==> config.mk <==
export PLATFORM = sky130hd
export DESIGN_NAME = cmv300_frame_capture
export DESIGN_NICKNAME = d
export VERILOG_FILES = /design/src/rtl/cmv300_cap_pkg.sv /design/src/rtl/cap_watchdog.sv /design/src/rtl/cmv300_frame_capture.sv
export SDC_FILE = /design/constraint.sdc
export NUM_CORES = 1
export LEC_CHECK = 0
export ABC_CLOCK_PERIOD_IN_PS = 6800
export BUFFER_PORTS_ARGS = -buffer_cell sky130_fd_sc_hd__buf_2
export CAP_MARGIN = 10
export CORE_MARGIN = 5
export CORE_UTILIZATION = 35
export CTS_BUF_LIST = sky130_fd_sc_hd__clkbuf_4 sky130_fd_sc_hd__clkbuf_8 sky130_fd_sc_hd__clkbuf_16
export DETAILED_ROUTE_END_ITERATION = 10
export GPL_ROUTABILITY_DRIVEN = 0
export PLACE_DENSITY = 0.56
export RECOVER_POWER = 100
export SYNTH_ARGS = -nofsm -noshare
export SYNTH_HDL_FRONTEND = slang
export SYNTH_SLANG_ARGS = --single-unit
==> constraint.sdc <==
create_clock -name clk -period 6.8 [get_ports clk]
set_clock_uncertainty 0.1 [all_clocks]
set_input_delay 0 -clock clk [delete_from_list [all_inputs] [get_ports clk]]
set_output_delay 0 -clock clk [all_outputs]
set_load 0.05 [all_outputs]
==> src/rtl/cmv300_cap_pkg.sv <==
// Shared definitions for the CMV300 frame capture block: FSM state
// encoding, counter widths and a width helper for parameterised counters.
package cmv300_cap_pkg;

  // FSM state encoding, also exported on the ILA state port
  localparam int STATE_W = 3;
  localparam logic [2:0] ST_IDLE      = 3'd0;
  localparam logic [2:0] ST_FIFO_RST  = 3'd1;
  localparam logic [2:0] ST_REQ       = 3'd2;
  localparam logic [2:0] ST_WAIT_LINE = 3'd3;
  localparam logic [2:0] ST_CAPTURE   = 3'd4;
  localparam logic [2:0] ST_FRAME_END = 3'd5;
  localparam logic [2:0] ST_DONE      = 3'd6;

  // Counter and data widths
  localparam int PIX_CNT_W   = 10;
  localparam int LINE_CNT_W  = 10;
  localparam int FRAME_CNT_W = 16;
  localparam int PIX_W       = 8;

  // Bits needed to hold the value max_val itself (never less than 1)
  function automatic int cnt_width(input int unsigned max_val);
    return (max_val < 1) ? 1 : $clog2(max_val + 1);
  endfunction

endpackage

==> src/rtl/cap_watchdog.sv <==
// Line-activity watchdog: counts enabled cycles since the last clear and
// raises expire_o on the cycle the count reaches TIMEOUT-1, so the caller's
// registered reaction lands exactly TIMEOUT cycles after the clear.
module cap_watchdog
  import cmv300_cap_pkg::*;
#(
  parameter int unsigned TIMEOUT = 2**20
) (
  input  logic clk,
  input  logic rst_n,
  input  logic en_i,
  input  logic clr_i,
  output logic expire_o
);

  localparam int CNT_W = cnt_width(TIMEOUT);
  localparam logic [CNT_W-1:0] LAST = CNT_W'(TIMEOUT - 1);

  logic [CNT_W-1:0] cnt_q, cnt_d;

  // A clear wins over expiry so any lval edge resets the window
  assign expire_o = en_i & ~clr_i & (cnt_q == LAST);

  // Next count: clear, else count while enabled, holding at the last value
  always_comb begin
    cnt_d = cnt_q;
    if (clr_i) begin
      cnt_d = '0;
    end else if (en_i && (cnt_q != LAST)) begin
      cnt_d = cnt_q + CNT_W'(1);
    end
  end

  // Count register
  always_ff @(posedge clk or negedge rst_n) begin
    if (!rst_n) begin
      cnt_q <= '0;
    end else begin
      cnt_q <= cnt_d;
    end
  end

endmodule

==> src/rtl/cmv300_frame_capture.sv <==
// CMV300 frame capture: requests frames from the sensor, qualifies pixels
// with lval/dval and writes one byte per pixel into the capture FIFO,
// repeating for the host-programmed number of frames.
// Optional build macro CAPTURE_TEST_PATTERN_EN replaces the pixel byte with
// pixel_cnt[7:0] ^ line_cnt[7:0] while still following sensor timing.
module cmv300_frame_capture
  import cmv300_cap_pkg::*;
#(
  parameter int unsigned PIX_PER_LINE  = 648,
  parameter int unsigned LINES_PER_FRM = 488,
  parameter int unsigned REQ_CYCLES    = 4,
  parameter int unsigned RST_CYCLES    = 8,
  parameter int unsigned TIMEOUT       = 2**20
) (
  input  logic                   clk,
  input  logic                   rst_n,
  input  logic                   start,
  input  logic [FRAME_CNT_W-1:0] num_frames,
  input  logic                   lval,
  input  logic                   dval,
  input  logic [PIX_W-1:0]       pix_data,
  input  logic                   fifo_full,
  output logic                   frame_req,
  output logic                   wr_rst,
  output logic                   wr_en,
  output logic [PIX_W-1:0]       wr_data,
  output logic                   busy,
  output logic                   done,
  output logic                   overflow,
  output logic                   timeout,
  output logic [PIX_CNT_W-1:0]   pixel_cnt,
  output logic [LINE_CNT_W-1:0]  line_cnt,
  output logic [FRAME_CNT_W-1:0] frame_cnt,
  output logic [STATE_W-1:0]     state
);

  localparam int unsigned PHASE_MAX = (RST_CYCLES > REQ_CYCLES) ? RST_CYCLES : REQ_CYCLES;
  localparam int PHASE_W   = cnt_width(PHASE_MAX);
  localparam int FRM_NXT_W = FRAME_CNT_W + 1;
  localparam logic [PHASE_W-1:0]    RST_LAST  = PHASE_W'(RST_CYCLES - 1);
  localparam logic [PHASE_W-1:0]    REQ_LAST  = PHASE_W'(REQ_CYCLES - 1);
  localparam logic [PIX_CNT_W-1:0]  PIX_MAX   = PIX_CNT_W'(PIX_PER_LINE);
  localparam logic [LINE_CNT_W-1:0] LINE_LAST = LINE_CNT_W'(LINES_PER_FRM - 1);

  // Pixel index advances per sample but sticks at PIX_PER_LINE on long lines
  function automatic logic [PIX_CNT_W-1:0] pix_sat_inc(input logic [PIX_CNT_W-1:0] cnt);
    return (cnt < PIX_MAX) ? cnt + PIX_CNT_W'(1) : cnt;
  endfunction

  logic [STATE_W-1:0]     state_q, state_d;
  logic [PHASE_W-1:0]     phase_q, phase_d;
  logic [FRAME_CNT_W-1:0] nfr_q, nfr_d;
  logic [PIX_CNT_W-1:0]   pixel_cnt_q, pixel_cnt_d;
  logic [LINE_CNT_W-1:0]  line_cnt_q, line_cnt_d;
  logic [FRAME_CNT_W-1:0] frame_cnt_q, frame_cnt_d;
  logic                   wr_en_q, wr_en_d;
  logic [PIX_W-1:0]       wr_data_q, wr_data_d;
  logic                   overflow_q, overflow_d;
  logic                   timeout_q, timeout_d;
  logic                   lval_q;
  logic                   wr_rst_q, frame_req_q, busy_q, done_q;

  logic                   in_window;
  logic                   sample;
  logic                   lval_edge;
  logic                   line_end;
  logic                   wd_clr;
  logic                   wd_expire;
  logic [FRM_NXT_W-1:0]   frame_next;

  // Capture window covers WAIT_LINE too so a line already high on entry
  // loses no pixels.
  assign in_window  = (state_q == ST_WAIT_LINE) || (state_q == ST_CAPTURE);
  assign sample     = in_window & lval & dval;
  assign lval_edge  = lval ^ lval_q;
  assign line_end   = (state_q == ST_CAPTURE) & lval_q & ~lval;
  assign frame_next = {1'b0, frame_cnt_q} + FRM_NXT_W'(1);

  // The watchdog is held clear through REQ so it starts from zero on
  // WAIT_LINE entry; within a frame every lval edge restarts it.
  assign wd_clr = lval_edge | (state_q == ST_REQ);

  cap_watchdog #(
    .TIMEOUT (TIMEOUT)
  ) u_watchdog (
    .clk      (clk),
    .rst_n    (rst_n),
    .en_i     (in_window),
    .clr_i    (wd_clr),
    .expire_o (wd_expire)
  );

`ifdef CAPTURE_TEST_PATTERN_EN
  logic unused_pix;
  assign unused_pix = ^pix_data;
`endif

  // Next-state logic: pixel qualification followed by the frame sequencer
  always_comb begin
    state_d     = state_q;
    phase_d     = phase_q;
    nfr_d       = nfr_q;
    pixel_cnt_d = pixel_cnt_q;
    line_cnt_d  = line_cnt_q;
    frame_cnt_d = frame_cnt_q;
    wr_en_d     = 1'b0;
    wr_data_d   = wr_data_q;
    overflow_d  = overflow_q;
    timeout_d   = timeout_q;

    if (sample) begin
      pixel_cnt_d = pix_sat_inc(pixel_cnt_q);
      if (fifo_full) begin
        overflow_d = 1'b1;
      end else if (pixel_cnt_q < PIX_MAX) begin
        wr_en_d = 1'b1;
`ifdef CAPTURE_TEST_PATTERN_EN
        wr_data_d = pixel_cnt_q[7:0] ^ line_cnt_q[7:0];
`else
        wr_data_d = pix_data;
`endif
      end
    end

    case (state_q)
      ST_IDLE: begin
        if (start) begin
          state_d     = ST_FIFO_RST;
          phase_d     = '0;
          nfr_d       = (num_frames == '0) ? FRAME_CNT_W'(1) : num_frames;
          pixel_cnt_d = '0;
          line_cnt_d  = '0;
          frame_cnt_d = '0;
          overflow_d  = 1'b0;
          timeout_d   = 1'b0;
        end
      end
      ST_FIFO_RST: begin
        if (phase_q == RST_LAST) begin
          state_d = ST_REQ;
          phase_d = '0;
        end else begin
          phase_d = phase_q + PHASE_W'(1);
        end
      end
      ST_REQ: begin
        if (phase_q == REQ_LAST) begin
          state_d = ST_WAIT_LINE;
          phase_d = '0;
        end else begin
          phase_d = phase_q + PHASE_W'(1);
        end
      end
      ST_WAIT_LINE: begin
        if (wd_expire) begin
          timeout_d = 1'b1;
          state_d   = ST_DONE;
        end else if (lval) begin
          state_d = ST_CAPTURE;
        end
      end
      ST_CAPTURE: begin
        if (wd_expire) begin
          timeout_d = 1'b1;
          state_d   = ST_DONE;
        end else if (line_end) begin
          pixel_cnt_d = '0;
          line_cnt_d  = line_cnt_q + LINE_CNT_W'(1);
          state_d     = (line_cnt_q == LINE_LAST) ? ST_FRAME_END : ST_WAIT_LINE;
        end
      end
      ST_FRAME_END: begin
        frame_cnt_d = frame_next[FRAME_CNT_W-1:0];
        if (frame_next >= {1'b0, nfr_q}) begin
          state_d = ST_DONE;
        end else begin
          // line_cnt keeps its final value at DONE but restarts per frame
          line_cnt_d = '0;
          phase_d    = '0;
          state_d    = ST_REQ;
        end
      end
      ST_DONE: begin
        state_d = ST_IDLE;
      end
      default: begin
        state_d = ST_IDLE;
      end
    endcase
  end

  // State, counters and registered outputs; strobes follow the next state so
  // they line up with the state they describe.
  always_ff @(posedge clk or negedge rst_n) begin
    if (!rst_n) begin
      state_q     <= ST_IDLE;
      phase_q     <= '0;
      nfr_q       <= '0;
      pixel_cnt_q <= '0;
      line_cnt_q  <= '0;
      frame_cnt_q <= '0;
      wr_en_q     <= 1'b0;
      wr_data_q   <= '0;
      overflow_q  <= 1'b0;
      timeout_q   <= 1'b0;
      lval_q      <= 1'b0;
      wr_rst_q    <= 1'b0;
      frame_req_q <= 1'b0;
      busy_q      <= 1'b0;
      done_q      <= 1'b0;
    end else begin
      state_q     <= state_d;
      phase_q     <= phase_d;
      nfr_q       <= nfr_d;
      pixel_cnt_q <= pixel_cnt_d;
      line_cnt_q  <= line_cnt_d;
      frame_cnt_q <= frame_cnt_d;
      wr_en_q     <= wr_en_d;
      wr_data_q   <= wr_data_d;
      overflow_q  <= overflow_d;
      timeout_q   <= timeout_d;
      lval_q      <= lval;
      wr_rst_q    <= (state_d == ST_FIFO_RST);
      frame_req_q <= (state_d == ST_REQ);
      busy_q      <= (state_d != ST_IDLE);
      done_q      <= (state_d == ST_DONE);
    end
  end

  assign frame_req = frame_req_q;
  assign wr_rst    = wr_rst_q;
  assign wr_en     = wr_en_q;
  assign wr_data   = wr_data_q;
  assign busy      = busy_q;
  assign done      = done_q;
  assign overflow  = overflow_q;
  assign timeout   = timeout_q;
  assign pixel_cnt = pixel_cnt_q;
  assign line_cnt  = line_cnt_q;
  assign frame_cnt = frame_cnt_q;
  assign state     = state_q;

endmodule
==> results.toml <==
[detailed_routing]
firstDrtPassIters = 4
drtIter0Drc = 187
drc = 0
wire_per_inst_um = 15.24
postRouteAntennaNets = 0
viasPerCell = 5.170
finalWirelength_um = 13200
dr_total_vias = 4477

[synthesis]
netlist.area_leader.share_pct = 45.59
synth-seq-cells = 96
yosysSeqAreaShare_pct = 45.59
synthCells = 575
ys_types = 60
synth_area_sq_mm = 0.005269
synth_area_leaders = "dfrtp_1, nand2_1, ha_1"
yosys.area.top_type = "dfrtp_1"
ys_warn_count = 0
synth_flop_cell = "dfrtp_1"
async_reset_ff_share_pct = 100.0
syn_nets = 626
avgSynthCellArea_sq_um = 9.163
synth_edf_count = 0

[clock_network]
cts_tree = "yes"
cts_buffers = 9
cts_buffer_depth = 2
clock-sinks = 96
ctsHtreeMaxLevel = 3
cts_root_buffer = "clkbuf_16"
cts_resized = 0
worstSkewPairLatency_ns = 0.34
clkTransAtPathRegs_ns = 0.07
postCtsSetupBuffers = 0
ctsHoldBuffers = 30

[timing]
fmax_mhz = 270.2
period_share_pct = 54.42
tns_ns = 0
final_max_slew_viol_count = 82
period_minus_slack_ns = 3.700
worst_pin_slew_ns = 2.165
rsz0062_at_grt = "false"
setup_viol = 0
maxSlewHeadroom_pct = -44.31
hold_viol = 0

[worst_hold_path]
hp-class = "primary input to flip-flop"

[layout]
drive_above_1_share_pct = 8.798
multiInputGateArea_sq_mm = 0.002625
seqCellArea_sq_mm = 0.002402
fillers = 1459
syn2layout_area_growth_pct = 20.80
final_nets = 728
design_area_sq_mm = 0.006365
num_antenna_cells = 0

[floorplan]
dieArea_sq_mm = 0.01761
die_height_um = 132.7
core_sq_mm = 0.01464
start_util_pct = 35.98
pin_count = 84
die_w_um = 132.7
rows = 44

[run]
max_cap_violations = 2

[global_routing]
grt.overflow.total = 0
grt_pass1_vias = 4508
grtUsageTotal_pct = 15.51
grt_max_degree = 60
grt_pass1_wl_um = 22450
antenna_found_initial = 0

[worst_setup_path]
crit_top_cell = "o21ai_0"
cp_cell_sequence = "and4_1, and3_1, and2_0, nand4_1, xnor2_1, ha_1, o21ai_0, nor2_1, o21ai_0, nand4_2, o31ai_1, a31oi_1"
worstSetupStartpointType = "flip-flop"
cp_slowest_cell = "o31ai_1"
path_buf_inv = 0
worstPathMaxFanout = 7
critPathTopFamily = "compound AO/OA/AOI/OAI gates"
critPathKind = "flip-flop to flip-flop"
crit_arrival_ns = 3.79
max_stage_delay_ns = 0.75
cp.required_ns = 6.89
crit_path_end_kind = "flip-flop"

[outcome]
outcome = "finished, violations left"
violations = "capacitance limit, slew limit"

[pwr]
p_per_area_mw_per_mm2 = 364.5
irDropWorstVdd_mv = 0.2124
p_leak_nw = 2.774

[place]
io_buffers = 83
dpl_cell_area_sq_mm = 0.005824
post-dp-hpwl_um = 9462
placed cells by master (no fill, tap or decap), types with 3 or more instances in the layout:
master / netlist / layout
nor2_1: 53 / 53
o31ai_1: 3 / 4
dfrtp_1: 96 / 96
nand4b_1: 3 / 3
a21oi_1: 29 / 30
clkbuf_1: 15 / 57
and2_0: 1 / 4
nand2_1: 72 / 72
nand3b_1: 3 / 3
and2_1: 6 / 4
nand2b_1: 7 / 7
clkbuf_16: 0 / 9
nor2b_1: 7 / 7
ha_1: 21 / 21
a41oi_1: 3 / 3
dlygate4sd3_1: 0 / 30
xnor2_1: 14 / 14
mux2_2: 8 / 8
o211ai_1: 3 / 3
o21ai_0: 46 / 47
a211oi_1: 5 / 5
nand3_1: 12 / 12
inv_1: 27 / 27
and3_1: 12 / 12
clkbuf_8: 0 / 3
nor4_1: 3 / 4
nor3_1: 16 / 16
or3_1: 6 / 6
a31oi_1: 10 / 10
nand4_1: 17 / 17
xor2_1: 23 / 23
buf_2: 5 / 27
o22ai_1: 5 / 5
and4_1: 7 / 7
cell type report:
type	count	area share, %
Timing Repair Buffer	116	10.44
Clock inverter	2	0.9436
Sequential cell	96	37.74
Tap cell	184	3.617
Clock buffer	14	4.423
Multi-Input combinational cell	427	41.24
Inverter	27	1.592
logic make-up (layout without fill, tap and decap cells):
kind of cell | count (synthesis) | after routing | share of synthesized area (%)
fa+ha+maj | 21 | 21 | 4.987
simple gates | 235 | 235 | 22.80
mux | 10 | 10 | 2.090
compound gates | 124 | 124 | 14.27
xor+xnor | 37 | 37 | 6.151
flops | 96 | 96 | 45.59
buf+inv | 52 | 159 | 4.108
registers in the layout, indices dropped and copies added (netlist names):
| name | count |
|---|---|
| frame_cnt | 16 |
| busy | 1 |
| u_watchdog.cnt_q | 21 |
| frame_req | 1 |
| done | 1 |
| line_cnt | 10 |
| lval_q | 1 |
| phase_q | 4 |
| timeout | 1 |
| wr_data | 8 |
| pixel_cnt | 10 |
| overflow | 1 |
| state | 3 |
| wr_en | 1 |
| wr_rst | 1 |
| nfr_q | 16 |
tightest hold or removal path: cells and delay by family:
family   cells  cell delay [ns]
buf+inv      2             0.61
mux          1             0.12
path summary, 6_finish.rpt:
| kind | to | slack [ns] | cells after the start | from |
|---|---|---|---|---|
| worst max-delay path | line_cnt[5]$_DFFE_PN0P_ | 3.10 | 12 | frame_cnt[2]$_DFFE_PN0P_ |
| worst min-delay path | wr_data[1]$_DFFE_PN0P_ | 0.32 | 3 | pix_data[1] |
| worst max register to register | line_cnt[5]$_DFFE_PN0P_ | 3.10 | 12 | frame_cnt[2]$_DFFE_PN0P_ |
| worst min register to register | u_watchdog.cnt_q[2]$_DFFE_PN0P_ | 0.40 | 1 | u_watchdog.cnt_q[2]$_DFFE_PN0P_ |
| max in group asynchronous | wr_data[2]$_DFFE_PN0P_ | 4.15 | 3 | rst_n |
| min in group asynchronous | pixel_cnt[5]$_DFF_PN0_ | 0.72 | 2 | rst_n |
synth_stat cells, drive strengths merged, types with 10 or more instances:
| cell type | n |
|---|---|
| o21ai | 48 |
| xor2 | 23 |
| nand3 | 12 |
| a31oi | 10 |
| a21oi | 30 |
| buf | 10 |
| and3 | 12 |
| nor3 | 16 |
| dfrtp | 96 |
| nor2 | 53 |
| nand4 | 20 |
| nand2 | 72 |
| clkbuf | 15 |
| ha | 21 |
| inv | 27 |
| xnor2 | 14 |
report_power, final:
group | switching (mW) | internal, mW
registers | 0.118 | 0.703
logic | 0.655 | 0.268
clock network | 0.214 | 0.361
metrics by stage:
stage                     total power [mW]  worst slack [ns]  hold WS, ns  instances  utilization [%]
after floorplan                      1.524             3.467      -0.3956        575                -
after global placement               1.749             3.477     -0.09572        820            39.77
after detailed placement             1.774             3.406     -0.08845        820            39.77
after CTS                            2.378             3.387      0.08398        866            44.16
after global routing                 2.481             2.675       0.3228        866            43.46
final                                2.320             3.100       0.3191        866            43.46
per-layer routing:
layer | vias up | routed length [um] | GRT usage, %
li1 | 2236 | - | -
met1 | 2143 | 6164 | 20.21
met2 | 78 | 6337 | 25.47
met3 | 20 | 419 | 3.075
met4 | 0 | 278 | 6.005
met5 | - | 0 | 0
No activity file was read; power rests on OpenSTA's default activity.
